`src/rtl/axi_video_wr_burst.sv`:
```
`default_nettype none
// ============================================================================
//  Module   : axi_video_wr_burst
//  Purpose  : Drains one frame of pixel beats from the prefetch FIFO read port
//             and writes them to DDR as AXI4 INCR bursts, one burst in flight.
//  Revision : 1.0
// ============================================================================
module axi_video_wr_burst #(
   parameter int DATA_WIDTH = 256,
   parameter int ADDR_WIDTH = 28,
   parameter int BURST_LEN  = 16,
   parameter int CNT_WIDTH  = 24
) (
   input  logic                    clk,
   input  logic                    rst,
   input  logic                    frame_start,
   input  logic [ADDR_WIDTH-1:0]   frame_base,
   input  logic [CNT_WIDTH-1:0]    frame_beats,
   input  logic [DATA_WIDTH-1:0]   fifo_data,
   input  logic                    fifo_vld,
   output logic                    fifo_rd_en,
   output logic [ADDR_WIDTH-1:0]   axi_awaddr,
   output logic [7:0]              axi_awlen,
   output logic [2:0]              axi_awsize,
   output logic [1:0]              axi_awburst,
   output logic                    axi_awvalid,
   input  logic                    axi_awready,
   output logic [DATA_WIDTH-1:0]   axi_wdata,
   output logic [DATA_WIDTH/8-1:0] axi_wstrb,
   output logic                    axi_wlast,
   output logic                    axi_wvalid,
   input  logic                    axi_wready,
   input  logic [1:0]              axi_bresp,
   input  logic                    axi_bvalid,
   output logic                    axi_bready,
   output logic                    busy,
   output logic                    frame_done,
   output logic                    wr_err
);

   localparam int         c_BYTES   = DATA_WIDTH / 8;
   localparam logic [2:0] c_AWSIZE  = 3'($clog2(c_BYTES));
   localparam logic [7:0] c_MAX_LEN = 8'(BURST_LEN - 1);

   typedef enum logic [1:0] {
      S_IDLE = 2'd0,
      S_ADDR = 2'd1,
      S_DATA = 2'd2,
      S_RESP = 2'd3
   } state_t;

   state_t                r_state;
   state_t                w_state_nxt;
   logic [ADDR_WIDTH-1:0] r_addr;
   logic [CNT_WIDTH-1:0]  r_remain;
   logic [7:0]            r_awlen;
   logic [7:0]            r_beat_cnt;
   logic                  r_aw_arm;
   logic                  r_frame_done;
   logic                  r_wr_err;
   logic [8:0]            w_blen;
   logic [CNT_WIDTH-1:0]  w_remain_nxt;
   logic                  w_aw_hs;
   logic                  w_w_hs;
   logic                  w_b_hs;
   logic                  w_last;

   assign w_blen       = {1'b0, r_awlen} + 9'd1;
   assign w_remain_nxt = r_remain - CNT_WIDTH'(w_blen);
   assign w_aw_hs      = (r_state == S_ADDR) && r_aw_arm && axi_awready;
   assign w_w_hs       = (r_state == S_DATA) && fifo_vld && axi_wready;
   assign w_b_hs       = (r_state == S_RESP) && axi_bvalid;
   assign w_last       = (r_state == S_DATA) && (r_beat_cnt == r_awlen);

   assign axi_awaddr  = r_addr;
   assign axi_awlen   = r_awlen;
   assign axi_awsize  = c_AWSIZE;
   assign axi_awburst = 2'b01;
   assign axi_wdata   = fifo_data;
   assign axi_wstrb   = '1;
   assign frame_done  = r_frame_done;
   assign wr_err      = r_wr_err;

   always_ff @(posedge clk or posedge rst) begin
      if (rst) begin
         r_state <= S_IDLE;
      end else begin
         r_state <= w_state_nxt;
      end
   end

   always_comb begin
      w_state_nxt = r_state;
      axi_awvalid = 1'b0;
      axi_wvalid  = 1'b0;
      axi_wlast   = 1'b0;
      fifo_rd_en  = 1'b0;
      axi_bready  = 1'b0;
      busy        = (r_state != S_IDLE);
      case (r_state)
         S_IDLE: begin
            if (frame_start && (frame_beats != '0)) w_state_nxt = S_ADDR;
         end
         S_ADDR: begin
            axi_awvalid = r_aw_arm;
            if (w_aw_hs) w_state_nxt = S_DATA;
         end
         S_DATA: begin
            // Data is never presented without a FIFO beat behind it.
            axi_wvalid = fifo_vld;
            fifo_rd_en = axi_wready;
            axi_wlast  = w_last;
            if (w_w_hs && w_last) w_state_nxt = S_RESP;
         end
         S_RESP: begin
            axi_bready = 1'b1;
            if (w_b_hs) w_state_nxt = (w_remain_nxt == '0) ? S_IDLE : S_ADDR;
         end
         default: w_state_nxt = S_IDLE;
      endcase
   end

   always_ff @(posedge clk or posedge rst) begin
      if (rst) begin
         r_addr       <= '0;
         r_remain     <= '0;
         r_awlen      <= '0;
         r_beat_cnt   <= '0;
         r_aw_arm     <= 1'b0;
         r_frame_done <= 1'b0;
         r_wr_err     <= 1'b0;
      end else begin
         r_frame_done <= 1'b0;
         case (r_state)
            S_IDLE: begin
               if (frame_start) begin
                  r_addr       <= frame_base;
                  r_remain     <= frame_beats;
                  r_wr_err     <= 1'b0;
                  r_frame_done <= (frame_beats == '0);
               end
            end
            S_ADDR: begin
               // First ADDR cycle sizes the burst; AW is offered from the next.
               if (!r_aw_arm) begin
                  r_aw_arm <= 1'b1;
                  r_awlen  <= (r_remain >= CNT_WIDTH'(BURST_LEN)) ? c_MAX_LEN
                                                                  : r_remain[7:0] - 8'd1;
               end else if (axi_awready) begin
                  r_aw_arm   <= 1'b0;
                  r_beat_cnt <= '0;
               end
            end
            S_DATA: begin
               if (w_w_hs) r_beat_cnt <= r_beat_cnt + 8'd1;
            end
            S_RESP: begin
               if (axi_bvalid) begin
                  if (axi_bresp != 2'b00) r_wr_err <= 1'b1;
                  r_addr       <= r_addr + (ADDR_WIDTH'(w_blen) << c_AWSIZE);
                  r_remain     <= w_remain_nxt;
                  r_frame_done <= (w_remain_nxt == '0);
               end
            end
            default: ;
         endcase
      end
   end

endmodule
`default_nettype wire

```
`config.mk`:
```
export PLATFORM = sky130hd
export DESIGN_NAME = axi_video_wr_burst
export DESIGN_NICKNAME = d
export VERILOG_FILES = /design/src/rtl/axi_video_wr_burst.sv
export SDC_FILE = /design/constraint.sdc
export NUM_CORES = 1
export LEC_CHECK = 0
export ABC_AREA = 1
export BUFFER_PORTS_ARGS = -buffer_cell sky130_fd_sc_hd__buf_2
export CAP_MARGIN = 20
export CORE_AREA = 2 2 257 259
export DETAILED_ROUTE_END_ITERATION = 16
export DIE_AREA = 0 0 259 261
export PLACE_DENSITY = 0.37
export SYNTH_ARGS = -nofsm -noshare
export SYNTH_HDL_FRONTEND = slang
export SYNTH_SLANG_ARGS = --single-unit
```
`constraint.sdc`:
```
create_clock -name clk -period 5.5 [get_ports clk]
set_clock_uncertainty 0.1 [all_clocks]
set_input_delay 0.825 -clock clk [delete_from_list [all_inputs] [get_ports clk]]
set_output_delay 0.825 -clock clk [all_outputs]
set_load 0.02 [all_outputs]
```
==> out/metrics.csv, run 1 <==
metric,value,unit
status,completed,
synth_edf_count,0,
ctsHoldBuffers,0,
ys_seq_elements,73,
n_fill_cell,7615,
num_vias,6704,
die-height,261,microns
fp-row-count,94,
setup_tns,0,ns
critical_path_arrival,3.75,ns
yosysSeqAreaShare,0.224,
max_cap_violations,0,
rsz0062_at_grt,false,
worst_ep_required_time,5.64,ns
instances_no_fill,1910,
multi_input_area,3650,sq um
drive_above_1_share,0.165,
coreArea,65000,sq um
avgViaCountPerCell,3.51,
cts_resized,0,
yosysWarnings,0,
crit_fanout,46,
initial_utilization,0.125,
path_class,flop to flop,
crit_chain,ha_2 > inv_4 > or2_2 > nand2_1 > a21oi_4 > inv_1 > a21oi_1 > o21ai_0 > o21a_1,
ioPinCount,654,
grt_max_degree,55,
clk_path_buf_depth,2,
die-area,67600,sq um
fin_crit,3.61,ns
placed_cells,1895,
syn_to_final_growth,-3.04,%
nets,1387,
max_slew_margin,0.397,
gr-total-overflow,0,
synth_ff_type,dfrtp_1,
dr.pass1.iters,5,
ys_types,44,
ant_nets,0,
period_share,0.657,
synth_area,8160,sq um
cp-start-kind,flop,
slowest_stage,a21oi_4,
dpl.hpwl,23.9,mm
hold_viol_final,0,
numCtsBuffers,9,
clk-insertion-delay-late,0.35,ns
seqCellArea,1830,sq um
cts_tree,built,
place_congestion,0.844,
tightest_slew,0.904,ns
hp-class,flop to flop,
die_w,259,microns
drcViolationCount,0,
end_kind,flop,
synth.avg_cell_area,6.79,sq um
antennaDiodeCount,0,
cts_setup_buffers,0,
drtIter0Drc,275,
hold_slack,0.342,ns
regToRegSetupSlack,1.89,ns
power_density,525,nW/um^2
synthArstFlopShare,1.00,
cts_sinks,73,
wl_per_cell,15.3,microns
syn_inst,1202,
antenna_found_initial,1,
root_buffer,clkbuf_16,
routed_wl,29.2,mm
grt_pass1_vias,6694,
grt_pass1_wl,42.4,mm
numPortBuffers,104,
peakVddDrop,0.000171,V
grtUsageTotal,0.0840,
htree_levels,3,
fmax,277,MHz
finalSetupViolCount,0,
maxSlewViolCount,0,
clk_pin_slew_worst_paths,0.06,ns
critPathMaxStageDelay,0.69,ns
p_leak,3.68,nW
## worst max-delay path, delay by kind of cell (launching register included)
| family | cells | cell delay (ns) |
|---|---|---|
| AOI/OAI and AO/OA | 4 | 1.24 |
| buffers and inverters | 2 | 1.07 |
| DFF | 1 | 0.42 |
| and+or+nand+nor | 2 | 0.38 |
| adders and majority gates | 1 | 0.23 |
## path summary, 6_finish.rpt
check,to,cells after the start,startpoint
min in group asynchronous,axi_awaddr[6],2,rst
max,axi_awaddr[11],9,r_state[0]
min,axi_awlen[0],1,r_remain[0]
min reg2reg,axi_awlen[0],1,r_remain[0]
max in group asynchronous,axi_awaddr[1],3,rst
max reg2reg,axi_awaddr[11],9,r_state[0]
## state kept, by name, summed over array words and instances, names as in the netlist
| name | count |
|---|---|
| r_beat_cnt | 8 |
| axi_awlen | 8 |
| axi_awaddr | 28 |
| r_remain | 24 |
| wr_err | 1 |
| r_state | 2 |
| r_aw_arm | 1 |
| frame_done | 1 |
## cell type report
cell class	count	area share
Sequential cell	73	0.231
Timing Repair Buffer	107	0.0686
Clock buffer	12	0.0299
Clock inverter	3	0.00538
Inverter	142	0.0678
Multi-Input combinational cell	709	0.461
Tap cell	864	0.137
## metal layers
metal,vias up,part of all wire,global-route usage
met2,354,0.45,0.133
met4,0,0.043,0.0424
met3,119,0.097,0.0347
met1,3059,0.41,0.0974
met5,-,0,0
li1,3172,-,-
## synth_stat cells (3+ instances only)
master,number,area [sq um]
o21ai_0,73,365
buf_4,294,2210
dfrtp_1,73,1830
ha_1,26,325
nand4_1,17,106
xnor2_1,3,26.3
nand2_2,16,100
nand3_1,53,265
nand3_2,4,40.0
nor2_4,3,33.8
xor2_1,18,158
a21oi_2,4,35.0
nor3b_1,4,30.0
nor3_1,9,45.0
a21oi_1,37,185
o211ai_1,10,75.1
or2_2,5,31.3
nor4_1,7,43.8
clkbuf_1,9,33.8
o22ai_1,25,156
inv_2,7,26.3
inv_1,132,495
nor2_1,109,409
buf_2,9,45.0
nand2_1,219,822
nor2_2,8,50.1
## through the flow
| step | instance area (sq um) | total power (W) | worst slack [ns] | utilization |
|---|---|---|---|---|
| floorplan | 8290 | 0.00309 | 2.66 | - |
| global placement | 7630 | 0.00359 | 1.96 | 0.117 |
| detailed placement | 7630 | 0.00360 | 1.87 | 0.117 |
| CTS | 7910 | 0.00422 | 1.85 | 0.122 |
| global route | 7910 | 0.00458 | 1.59 | 0.122 |
| finish | 7910 | 0.00415 | 1.89 | 0.122 |
## power breakdown
group          internal, W  switching [W]
Clock             0.000349       0.000246
Combinational     0.000783        0.00175
Sequential        0.000764       0.000262
## placed cells by master (no fill, tap or decap), types with 3 or more instances in the layout
cell       Yosys  layout
a21oi_1       37      36
a21oi_2        4       4
buf_2          9     104
buf_4        294       3
clkbuf_1       9       3
clkbuf_16      0       9
conb_1         2      37
dfrtp_1       73      73
ha_1          26      25
inv_1        132     131
inv_2          7       7
nand2_1      219     219
nand2_2       16      16
nand3_1       53      53
nand3_2        4       4
nand4_1       17      17
nor2_1       109     109
nor2_2         8       8
nor2_4         3       3
nor3_1         9       9
nor3b_1        4       4
nor4_1         7       7
o211ai_1      10      10
o21ai_0       73      73
o22ai_1       25      25
or2_2          5       5
xnor2_1        3       3
xor2_1        18      18
## logic make-up (layout without fill, tap and decap cells)
| family | Yosys count | in the layout | synth area share |
|---|---|---|---|
| other | 2 | 37 | 0.000920 |
| AND/OR/NAND/NOR | 460 | 460 | 0.248 |
| AO/OA/AOI/OAI | 163 | 163 | 0.113 |
| adder cells (fa/ha/maj) | 28 | 28 | 0.0448 |
| XOR/XNOR | 21 | 21 | 0.0225 |
| flip-flops | 73 | 73 | 0.224 |
| buffers and inverters | 455 | 264 | 0.347 |
(Power assumes the default switching activity.)
==> run 2, diff against run 1 <==
- CORE_AREA: 2 2 257 259 -> 2 2 256 258
- DIE_AREA: 0 0 259 261 -> 0 0 258 260
- PLACE_DENSITY: 0.37 -> 0.38
- clock period: 5.5 -> 3.3 ns (I/O delays scaled with it)
==> run 2 against run 1 <==
Critical path depth rose by 11. Utilization rose by 1.2 points. Clock power rose by 75%. Total power rose by 81%. Worst setup slack got worse by 1.7 ns.
==> out/metrics.csv, run 2 (synthesis results as in run 1) <==
metric,value,unit
status,completed,
cts_sinks,73,
tightest_slew,1.01,ns
crit_chain,ha_4 > nand3_4 > nor3_4 > xor2_1 > buf_4 > ha_4 > nand2_2 > nand2_2 > inv_1 > nand2_2 > buf_4 > a21oi_4 > nand3_2 > nand2_2 > nand2_4 > nor2_1 > nand2_1 > nor2_1 > nand3_1 > a21oi_2,
cp-start-kind,flop,
finalSetupViolCount,0,
die-height,260,microns
drtIter0Drc,377,
final_common_cell,nand2_1,
cts_tree,built,
peakVddDrop,0.000326,V
power,0.00751,W
place_congestion,0.882,
regToRegSetupSlack,0.18,ns
cp_num_buf_inv,3,
syn_to_final_growth,5.04,%
grt_pass1_vias,6746,
htree_levels,3,
maxSlewViolCount,0,
power_frac_comb,0.630,
p_int,0.00347,W
rsz0062_at_grt,true,
clk-insertion-delay-late,0.37,ns
max_slew_margin,0.319,
initial_utilization,0.127,
routed_wl,31.3,mm
drive_above_1_share,0.248,
fp-row-count,93,
numCtsBuffers,9,
drcViolationCount,0,
ctsHoldBuffers,0,
design_area,8570,sq um
cp.depth,20,
ant_nets,0,
setup_tns,0,ns
worst_ep_required_time,3.49,ns
critPathMaxStageDelay,0.42,ns
period_share,0.945,
grt_max_degree,74,
num_vias,6981,
root_buffer,clkbuf_16,
clk_pin_slew_worst_paths,0.07,ns
end_kind,flop,
hp-class,input pin to asynchronous set/reset pin,
largest_reg_flops,28,
reg2reg_depth,20,
wl_per_cell,16.1,microns
r2r_end,frame_done,
startpoint,axi_awlen[1],
p_clk_frac,0.139,
n_fill_cell,7495,
grtUsageTotal,0.0912,
numPortBuffers,104,
final_cell_mix,"nand2_1, inv_1, buf_2",
nets,1430,
fmax,321,MHz
dpl.hpwl,25.3,mm
antennaDiodeCount,0,
switching_share,0.538,
switchingPower,0.00404,W
path_class,flop to flop,
critical_path_arrival,3.31,ns
grt_pass1_wl,44.9,mm
avgViaCountPerCell,3.59,
antenna_found_initial,12,
instances_no_fill,1944,
r2r-start,axi_awlen[1],
dr.pass1.iters,5,
placed_area,7870,sq um
die-area,67100,sq um
p_leak,3.93,nW
power_density,876,nW/um^2
hold_viol_final,0,
cp_top_family,simple AND/OR/NAND/NOR gates,
ioPinCount,654,
coreArea,64100,sq um
placed_cells,1916,
max_cap_violations,0,
endpoint,frame_done,
critical_path.most_common_cell,nand2_2,
clk_path_buf_depth,2,
power_frac_seq,0.231,
die_w,258,microns
slowest_stage,dfrtp_2,
fin_crit,3.12,ns
gr-total-overflow,0,
crit_fanout,4,
-- run 2: cell count changes in the layout (fill, tap and decap cells not counted), moves of 4 or more --
cell / change
buf_4: +40
nand2_1: -14
nand2_2: +12
ha_1: -10
nor2_1: -10
nor2_2: +10
ha_4: +7
nand3_1: -6
nand3_2: +5
dfrtp_1: -4
dfrtp_2: +4
-- run 2: how the worst min path moves through the flow --
stage / from / endpoint / depth (start not counted)
detailed placement: r_remain[0] / axi_awlen[0] / 1
floorplan: r_remain[0] / axi_awlen[0] / 1
CTS: rst / r_beat_cnt[7] / 2
finish: rst / r_beat_cnt[0] / 2
global route: rst / r_beat_cnt[1] / 2
global placement: r_remain[0] / axi_awlen[0] / 1
-- run 2: power by group through the flow --
stage,clock [W],sequential [W],combinational [W]
floorplan,0,0.00179,0.00336
global placement,0,0.00173,0.00454
detailed placement,0,0.00174,0.00452
CTS,0.00109,0.00172,0.00456
global route,0.00112,0.00181,0.00534
finish,0.00104,0.00173,0.00473
-- run 2: what timing repair did --
| action | CTS | global route |
|---|---|---|
| setup buffers | 2 | 11 |
| gates resized for setup | 4 | 59 |
| pin swaps | 0 | 14 |
| setup endpoints to repair | 3 | 13 |
-- run 2: layer usage --
layer / up-vias / wire (microns) / part of all wire / track usage
li1: 3260 / - / - / -
met1: 3166 / 13700 / 0.44 / 0.115
met2: 387 / 12700 / 0.40 / 0.128
met3: 154 / 3190 / 0.10 / 0.0413
met4: 14 / 1580 / 0.050 / 0.0490
met5: - / 197 / 0.0063 / 0.0164
-- run 2: stage by stage --
step           hold slack, ns  setup WS (ns)  utilization
2_1_floorplan           0.329          0.464            -
3_3_place_gp            0.359         -0.155        0.123
3_5_place_dp            0.357         -0.104        0.123
4_1_cts                0.0213        0.00314        0.128
5_1_grt                0.0473        -0.0422        0.134
6_report               0.0173          0.181        0.134
-- run 2: cell type report --
class	instances	area, sq um	share of cell area
multi-input combinational	709	3930	0.459
sequential	73	1830	0.214
clock inverter	6	68.8	0.00803
inverter	142	539	0.0629
timing repair buffer	150	903	0.105
tap	855	1070	0.125
clock buffer	9	225	0.0263
==> run 3, diff against run 2 <==
- ABC_AREA: 1 -> default
- CORE_AREA: 2 2 256 258 -> 2 2 258 260
- DIE_AREA: 0 0 258 260 -> 0 0 260 262
- PLACE_DENSITY: 0.38 -> 0.36
- clock period: 3.3 -> 2.7 ns (I/O delays scaled with it)
==> run 3 against run 2 <==
The flow now finishes with violations (setup timing). Total power grew 40%. Final cell count fell by 11%. First-iteration DRC count down 41%. Critical path depth is 4 lower. Global-route usage is 0.64 points lower. Worst setup slack got worse by 0.70 ns. Critical path type unchanged. Largest cell class unchanged.
==> out/metrics.csv, run 3 <==
metric,value,unit
end_kind,flop,
clk_path_buf_depth,2,
ys_top_cells_by_count,"buf_4, dfrtp_1, nand2_1, a21oi_1, nor2_1",
design_area,8840,sq um
coreArea,65300,sq um
critical_path.most_common_cell,buf_6,
grt_pass1_vias,6090,
place_congestion,0.777,
wl_per_cell,17.0,microns
cts_tree,built,
crit_chain,ha_4 > nand3_4 > buf_6 > nor2_4 > xor2_2 > buf_6 > ha_4 > a21o_1 > buf_4 > buf_6 > a31oi_4 > o31ai_4 > and2_4 > nand2_2 > or4_1 > nand3_1,
root_buffer,clkbuf_16,
max_slew_margin,0.521,
peakVddDrop,0.000320,V
critPathMaxStageDelay,0.52,ns
grt_pass1_wl,41.9,mm
p_leak,3.58,nW
power_frac_comb,0.652,
switching_share,0.477,
ys_seq_elements,73,
num_vias,5986,
n_fill_cell,7479,
ctsHoldBuffers,0,
critical_path_arrival,3.41,ns
wl_met1,12.4,mm
antenna_found_initial,8,
fmax,311,MHz
cp_num_buf_inv,4,
power_density,1190,nW/um^2
drive_above_1_share,0.406,
numCtsBuffers,9,
die-area,68100,sq um
final_cell_mix,"buf_2, buf_4, dfrtp_1",
placed_area,7800,sq um
synth_area_leader_cell,buf_4,
worst_slack,-0.517,ns
numPortBuffers,104,
rsz0062_at_grt,true,
ioPinCount,654,
syn_inst,911,
nets,1210,
fin_crit,3.22,ns
avgViaCountPerCell,3.45,
grt_max_degree,45,
crit_fanout,3,
drtIter0Drc,224,
ys_types,65,
maxSlewViolCount,0,
cp-start-kind,flop,
synth_ff_type,dfrtp_1,
yosysSeqAreaShare,0.248,
synth_edf_count,0,
clk_pin_slew_worst_paths,0.06,ns
hold_viol_final,0,
hold_slack,0.0211,ns
htree_levels,3,
synthArstFlopShare,1.00,
dp_slack,-0.668,ns
cts_sinks,73,
grtUsageTotal,0.0848,
largest_reg_flops,28,
path_class,flop to flop,
finalSetupViolCount,29,
synth_area,7370,sq um
violations,setup timing,
die-height,262,microns
slowest_stage,or4_1,
dr.pass1.iters,4,
synth_area_leaders,"buf_4, dfrtp_1, ha_1, a21oi_1, nand2_1",
switchingPower,0.00501,W
cp_top_family,simple AND/OR/NAND/NOR gates,
top_layer_used,met5,
worst_ep_required_time,2.89,ns
p_int,0.00549,W
hp-class,input pin to asynchronous set/reset pin,
period_share,1.19,
synth_most_common_cell,buf_4,
die_w,260,microns
gr-total-overflow,0,
tightest_slew,0.718,ns
fp-row-count,94,
dpl.hpwl,23.7,mm
clk-insertion-delay-late,0.36,ns
synth.avg_cell_area,8.09,sq um
wl_met2,13.5,mm
ant_nets,0,
initial_utilization,0.113,
drcViolationCount,0,
power_frac_seq,0.207,
max_cap_violations,0,
p_clk_frac,0.141,
wl_met3,2.77,mm
synth_top_cell_area_share,0.299,
setup_tns,-7.94,ns
status,"finished, violations left",
syn_to_final_growth,19.9,%
routed_wl,29.6,mm
yosysWarnings,0,
==> run 3: cell count changes in the layout (fill, tap and decap cells not counted), moves of 22 or more <==
cell     change
buf_4       +61
inv_1      -109
nand2_1    -149
nand2_2     -27
nand3_1     -22
nor2_1      -57
o21ai_0     -47
==> run 3: kinds of logic (layout without fill, tap and decap cells) <==
| family | after synthesis | in the layout | synth area share |
|---|---|---|---|
| AOI/OAI and AO/OA | 201 | 201 | 0.178 |
| xor gates and xnor gates | 29 | 29 | 0.0345 |
| adders and majority gates | 28 | 28 | 0.0496 |
| buffers and inverters | 349 | 273 | 0.328 |
| DFF | 73 | 73 | 0.248 |
| muxes | 17 | 17 | 0.0231 |
| other | 2 | 39 | 0.00102 |
| and+or+nand+nor | 212 | 212 | 0.138 |
==> run 3: per-layer routing <==
metal | vias to the layer above | global-route usage
met5 | - | 0
met4 | 4 | 0.0305
met3 | 104 | 0.0394
met2 | 310 | 0.132
met1 | 2832 | 0.102
li1 | 2736 | -
==> run 3: stage by stage <==
| step | util | std cells | total power (W) |
|---|---|---|---|
| detailed placement | 0.119 | 1702 | 0.00838 |
| global route | 0.135 | 1734 | 0.0114 |
| finish | 0.135 | 1736 | 0.0105 |
| CTS | 0.132 | 1727 | 0.0104 |
| floorplan | - | 946 | 0.00632 |
| global placement | 0.119 | 1702 | 0.00838 |
==> run 3: timing repair <==
action                                  4_1_cts  5_1_grt
pin swaps                                    58       38
gates resized for setup                      81       45
buffers inserted                             11       12
endpoints found under the setup margin       35       37
==> run 3: worst reg2reg max path, stage by stage, from the launching register on <==
cell and delay [ns]:
dfrtp_2 0.44, ha_4 0.18, nand3_4 0.09, buf_6 0.10
nor2_4 0.03, xor2_2 0.19, buf_6 0.14, ha_4 0.26
a21o_1 0.18, buf_4 0.14, buf_6 0.09, a31oi_4 0.04
o31ai_4 0.26, and2_4 0.23, nand2_2 0.06, or4_1 0.53
nand3_1 0.09
==> run 3: path summary, 6_finish.rpt <==
path                          startpoint              to  slack (ns)  depth (start not counted)
max reg2reg                 axi_awlen[1]  axi_awaddr[16]       -0.52                         16
max in group asynchronous            rst   axi_awaddr[7]        1.77                          3
max                         axi_awlen[1]  axi_awaddr[16]       -0.52                         16
min in group clk             axi_awready        r_aw_arm        0.14                          2
min reg2reg                axi_awaddr[4]   axi_awaddr[4]        0.40                          1
min                                  rst  axi_awaddr[19]        0.02                          2
==> run 3: layout make-up <==
type                    instances  area [sq um]  share of cell area
clock inverters                 5           103              0.0116
flip-flops and latches         73          1830               0.207
inverters                      27           103              0.0116
diodes                          2          5.00            0.000566
repair buffers                230          1580               0.178
clock buffers                  11           243              0.0275
well taps                     864          1080               0.122
multi-input cells             524          3900               0.441
==> run 3: power groups by stage <==
stage	Combinational, W	Sequential [W]	Clock (W)
after global routing	0.00756	0.00227	0.00160
after detailed placement	0.00625	0.00213	0
after global placement	0.00626	0.00212	0
after floorplan	0.00405	0.00227	0
final	0.00685	0.00218	0.00148
after CTS	0.00665	0.00217	0.00156
